File: src/rtl/mul_rob_writeback.sv
// mul_rob_writeback: buffers multiply results in a small FIFO and writes them to the ROB port
// Inputs: M5 result (valid, instruction_type, pc, aluResult, rob_id) and ROB grant rob_wr_ready.
// Outputs: stall back to M1-M5, rob_wr_* request/payload of the FIFO head, count occupancy.
// Optional: define MUL_WB_BYPASS_EN to forward an input straight to the ROB port when empty.
`ifndef WORD_SIZE
`define WORD_SIZE 32
`endif
`ifndef INSTR_TYPE_SZ
`define INSTR_TYPE_SZ 4
`endif
`ifndef ROB_ENTRY_WIDTH
`define ROB_ENTRY_WIDTH 4
`endif
module mul_rob_writeback #(
  parameter int WORD_SIZE       = `WORD_SIZE,
  parameter int INSTR_TYPE_SZ   = `INSTR_TYPE_SZ,
  parameter int ROB_ENTRY_WIDTH = `ROB_ENTRY_WIDTH,
  parameter int DEPTH           = 4
) (
  input  logic                       clk,
  input  logic                       reset,
  input  logic                       valid,
  input  logic [INSTR_TYPE_SZ-1:0]   instruction_type,
  input  logic [WORD_SIZE-1:0]       pc,
  input  logic [WORD_SIZE-1:0]       aluResult,
  input  logic [ROB_ENTRY_WIDTH-1:0] rob_id,
  output logic                       stall,
  output logic                       rob_wr_valid,
  input  logic                       rob_wr_ready,
  output logic [ROB_ENTRY_WIDTH-1:0] rob_wr_id,
  output logic [WORD_SIZE-1:0]       rob_wr_value,
  output logic [WORD_SIZE-1:0]       rob_wr_pc,
  output logic [INSTR_TYPE_SZ-1:0]   rob_wr_type,
  output logic [$clog2(DEPTH):0]     count
);
  localparam int AW = $clog2(DEPTH);
  localparam int PW = INSTR_TYPE_SZ + 2 * WORD_SIZE + ROB_ENTRY_WIDTH;
  localparam logic [AW:0] FULL = (AW + 1)'(DEPTH);
  logic [PW-1:0] mem_q [DEPTH];
  logic [AW-1:0] wr_ptr_q, rd_ptr_q;
  logic [AW:0] count_q, count_d;
  logic [PW-1:0] in_word, out_word;
  logic push, pop;
  assign in_word = {instruction_type, pc, aluResult, rob_id};
  assign stall = count_q == FULL;
  assign count = count_q;
`ifdef MUL_WB_BYPASS_EN
  // an empty FIFO with a granted port hands the input straight through instead of storing it
  logic bypass;
  assign bypass = count_q == '0 && valid && rob_wr_ready;
  assign push = valid && !stall && !bypass;
  assign pop = count_q != '0 && rob_wr_ready;
  assign rob_wr_valid = count_q != '0 || valid;
  assign out_word = count_q == '0 ? in_word : mem_q[rd_ptr_q];
`else
  assign push = valid && !stall;
  assign pop = rob_wr_valid && rob_wr_ready;
  assign rob_wr_valid = count_q != '0;
  assign out_word = mem_q[rd_ptr_q];
`endif
  assign {rob_wr_type, rob_wr_pc, rob_wr_value, rob_wr_id} = out_word;
  always_comb count_d = count_q + (AW + 1)'(push) - (AW + 1)'(pop);
  always_ff @(posedge clk) begin
    if (reset) begin
      wr_ptr_q <= '0;
      rd_ptr_q <= '0;
      count_q  <= '0;
      for (int i = 0; i < DEPTH; i++) mem_q[i] <= '0;
    end else begin
      if (push) mem_q[wr_ptr_q] <= in_word;
      wr_ptr_q <= push ? wr_ptr_q + AW'(1) : wr_ptr_q;
      rd_ptr_q <= pop ? rd_ptr_q + AW'(1) : rd_ptr_q;
      count_q  <= count_d;
    end
  end
endmodule

File: config.mk
export PLATFORM = sky130hd
export DESIGN_NAME = mul_rob_writeback
export DESIGN_NICKNAME = d
export VERILOG_FILES = /design/src/rtl/mul_rob_writeback.sv
export SDC_FILE = /design/constraint.sdc
export NUM_CORES = 1
export LEC_CHECK = 0
export BUFFER_PORTS_ARGS = -buffer_cell sky130_fd_sc_hd__buf_2
export CAP_MARGIN = 20
export CORE_UTILIZATION = 55
export DETAILED_ROUTE_END_ITERATION = 8
export PLACE_DENSITY = 0.75
export SETUP_SLACK_MARGIN = 0.1
export SKIP_CTS_REPAIR_TIMING = 1
export SYNTH_ARGS = -nofsm -noshare
export SYNTH_HDL_FRONTEND = slang
export SYNTH_SLANG_ARGS = --single-unit
File: constraint.sdc
create_clock -name clk -period 20.3 [get_ports clk]
set_input_delay 3.045 -clock clk [delete_from_list [all_inputs] [get_ports clk]]
set_output_delay 3.045 -clock clk [all_outputs]
set_load 0.01 [all_outputs]
# ---- Word-level counts from Yosys, hierarchy flattened
# Memories as Yosys holds them, arrays and structs flattened. A register that Yosys moved wholly into a read port is not among the register bits.
# Index checks and enable logic that the tools add are counted.
dict set report totals {
  ff_bits 7
  latchBits 0
  mem_bits_rw 288
  rom_bits 0
  in_bits 76
  elab_cells 24
  n_memories 1
}
# name depth width read_ports rd_clocked_by_memory_dff write_ports line_no
set mem_list {}
lappend mem_list {mem_q 4 72 1 1 4 39} ;# logic [PW-1:0] mem_q [DEPTH];
dict set report classes {
  n_addsub 4
  n_mul 0
  div_mod_pow 0
  magnitude_cmp 0
  n_eq_ne 1
  n_shift 0
  muxes 10
  bitwise 0
  reduce_logical 5
}
# op count
set ops {}
lappend ops {{$mux W72} 1}
lappend ops {{$reduce_or A72 Y1} 1}
lappend ops {{$mux W1} 6}
lappend ops {{$mux W2} 3}
lappend ops {{$add A2 B1 Y2 const B} 2}
lappend ops {{$add A3 B1 Y3} 1}
lappend ops {{$eq A3 B3 Y1 const B} 1}
lappend ops {{$reduce_bool A3 Y1} 1}
lappend ops {{$sub A3 B1 Y3} 1}
lappend ops {{$logic_and A1 B1 Y1} 2}
lappend ops {{$logic_not A1 Y1} 1}

# ---- Logic depth before layout (Yosys ltp)
dict set report depth {
  ltp_word 8
  mapped_depth 10
}

# ---- Least setup slack after synthesis
# Ideal clock, no wire load.
dict set report synth_timing {
  path_type {input to register}
  start {input port valid}
  end {memory mem_q[1][0] (netlist name) (enable)}
  arrival_ps 8478
  path_slack_ps 11213
  path_stages 2
  cell_sequence {nand2_1 o31ai_1}
}
# item line_no
set synth_rtl {}
lappend synth_rtl {{start: declaration} 22} ;# input logic valid,
lappend synth_rtl {{end: declaration} 39}

==> results.sh <==
export IMPL_muxShareOfSynthArea=0.127
export IMPL_cp_cell_sequence="buf_4, buf_16, mux4_2, buf_2"
export IMPL_fin_nets=974
export IMPL_cp_top_family="buffers and inverters"
export IMPL_coreArea_mm2=0.0228
export IMPL_cts_made_buffers=30
export IMPL_clockBufferDepth=3
export IMPL_setup_tns_ns=0
export IMPL_cts_tree="yes"
export IMPL_io_buffers=152
export IMPL_die_y_um=155
export IMPL_layout_commonest_cell="edfxtp_1"
export IMPL_clock_latency_ns=0.54
export IMPL_maxCapViolations=0
export IMPL_clk_pin_slew_worst_paths_ns=0.06
export IMPL_finalWorstSetupSlack_ns=14.61
export IMPL_post_drt_wl_per_cell_um=20.7
export IMPL_yosys_area_share_simple=0.162
export IMPL_final_cell_mix="edfxtp_1 (288), and2_1 (214), buf_2 (152), and2_2 (75), mux4_2 (72)"
export IMPL_grt_max_degree=73
export IMPL_overflow=0
export IMPL_postRouteWirelength_mm=25.5
export IMPL_finalCriticalPeriod_ns=5.69
export IMPL_report_final_setup_viol=0
export IMPL_synth_compound_area_share=0.00359
export IMPL_regArea_mm2=0.00884
export IMPL_clock_sinks=297
export IMPL_antenna_found_initial=3
export IMPL_slew_headroom=0.266
export IMPL_arrival_ns=2.65
export IMPL_gp_congestion=0.698
export IMPL_yosysWarningCount=0
export IMPL_start_util=0.566
export IMPL_cp_data_required_time_ns=17.26
export IMPL_drive_gt1_frac=0.405
export IMPL_fin_crit_sh=0.280
export IMPL_die_area_mm2=0.0240
export IMPL_startpoint_type="register"
export IMPL_avgSynthCellArea_um2=17.4
export IMPL_seq_area_frac_synth=0.685
export IMPL_drtAntennaViolNets=0
export IMPL_power_density_mw_per_mm2=113
export IMPL_cp_slowest_cell="dfxtp_4"
export IMPL_gr_usage_all_layers=0.221
export IMPL_grt_pass1_wl_mm=40.0
export IMPL_first_pass_iters=5
export IMPL_root_buffer="clkbuf_16"
export IMPL_cp_end_kind="output pin"
export IMPL_peakVddDrop_uv=76.1
export IMPL_p_leak_nw=5.70
export IMPL_cp_max_fo=42
export IMPL_final_max_slew_viol_count=0
export IMPL_finalHoldViolCount=0
export IMPL_synth_cell_area_mm2=0.0129
export IMPL_cp_slowest_stage_delay_ns=0.60
export IMPL_n_fill_cell=1588
export IMPL_io_pins=153
export IMPL_drtIter0Drc=347
export IMPL_viasPerCell=5.34
export IMPL_crit_type="reg -> out"
export IMPL_synth_adder_area_share=0.00350
export IMPL_tightest_slew_ns=1.10
export IMPL_max_freq_mhz=176
export IMPL_rows=55
export IMPL_place_worst_setup_slack_ns=14.75
export IMPL_syn_to_final_growth_pct=16.0
export IMPL_status="completed"
export IMPL_die_x_um=155
export IMPL_final_util=0.656
export IMPL_rsz0062_at_grt="no"
export IMPL_vias=6590
export IMPL_fin_skew_ns=0.00560
export IMPL_synth_xor_area_frac=0.00204
export IMPL_first_global_vias=7010
export IMPL_cp_num_buf_inv=3
export IMPL_synth_top_family_by_area="simple AND/OR/NAND/NOR gates"
export IMPL_syn_inst=741
export IMPL_syn_nets=820
export IMPL_drc=0
export IMPL_multi_input_area_mm2=0.00387
export IMPL_synth_ff_latch_count=297
export IMPL_dpl_hpwl_mm=14.5
export IMPL_htreeDepth=1
export IMPL_synth_cell_types=33
export IMPL_hold_path_class="reg -> reg"
-- synth_stat cells, drive strengths merged --
cell type,instances,area share
buf,9,0.0034
o21ai,1,0.00039
mux4,72,0.13
nor2b,2,0.00097
ha,2,0.0019
nor4b,1,0.0018
edfxtp,288,0.67
o31ai,1,0.00058
nor2,7,0.0020
a21o,1,0.00058
and2,289,0.15
nand2,2,0.00058
or3,1,0.00058
o21bai,1,0.00058
nor3,2,0.0017
o311ai,1,0.00068
nor4,2,0.0033
dfxtp,9,0.014
o31a,1,0.00078
clkbuf,36,0.013
fa,1,0.0016
inv,4,0.0012
xnor2,1,0.00068
or2b,1,0.00068
nor3b,1,0.0015
nand2b,1,0.00049
or2,1,0.00049
xor2,2,0.0014
mux2,1,0.00087
-- sequential cells by signal, indices dropped and copies added, names as in the netlist, named ones only --
signal	count
rd_ptr_q	2
count	3
wr_ptr_q	2
mem_q	288
-- final cells by class --
cell class / count / share of cell area
clock inverters: 17 / 0.00703
diodes: 3 / 0.000502
clock buffers: 37 / 0.0534
inverters: 4 / 0.00100
flip-flops and latches: 297 / 0.591
multi-input cells: 395 / 0.259
repair buffers: 167 / 0.0619
well taps: 313 / 0.0262
-- per-layer routing --
layer | up-vias | share of wire | global-route usage
met2 | 218 | 0.50 | 0.375
met4 | 2 | 0.014 | 0.0519
li1 | 3052 | - | -
met5 | - | 0.00031 | 0
met3 | 31 | 0.079 | 0.0476
met1 | 3287 | 0.41 | 0.296
-- worst register-to-register path, cell delays in order (launching register included) --
cell and delay, ns:
dfxtp_1 0.48, nor3b_4 0.64, or2b_2 0.28, ha_1 0.24, inv_1 0.05, ha_1 0.13
inv_1 0.05, fa_1 0.40, xor2_1 0.16, and2_1 0.16, nor3_1 0.11
-- worst paths after layout --
path                             startpoint            to  slack, ns  depth (start not counted)
worst max-delay path               register  rob_wr_pc[4]      14.61                          4
worst min-delay path            rd_ptr_q[1]   rd_ptr_q[1]       0.53                          2
worst max register to register     count[2]      count[2]      17.52                         10
worst min register to register  rd_ptr_q[1]   rd_ptr_q[1]       0.53                          2
-- stage by stage --
stage | instance area [µm²] | hold WS [ns] | power [W] | cells
finish | 14900 | 0.530 | 0.00169 | 1233
global route | 14900 | 0.577 | 0.00176 | 1230
CTS | 14900 | 0.534 | 0.00171 | 1228
detailed placement | 14000 | 0.516 | 0.00120 | 1174
global placement | 14000 | 0.505 | 0.00119 | 1173
floorplan | 12900 | 0.485 | 0.00106 | 741
-- power breakdown --
| part | switching [W] | total [W] | leakage [nW] | internal (W) |
|---|---|---|---|---|
| Clock | 0.000222 | 0.000511 | 0.448 | 0.000289 |
| Combinational | 0.000193 | 0.000381 | 2.18 | 0.000188 |
| Sequential | 0.0000403 | 0.000797 | 3.07 | 0.000757 |
| Total | 0.000456 | 0.00169 | 5.70 | 0.00123 |
-- logic make-up (layout without fill, tap and decap cells) --
group / Yosys count / after routing
compound gates: 6 / 6
xor+xnor: 3 / 3
fa+ha+maj: 3 / 3
buf+inv: 49 / 225
flops: 297 / 297
mux: 73 / 73
other cells: 0 / 3
simple gates: 310 / 310
No activity file was read; power rests on OpenSTA's default activity.
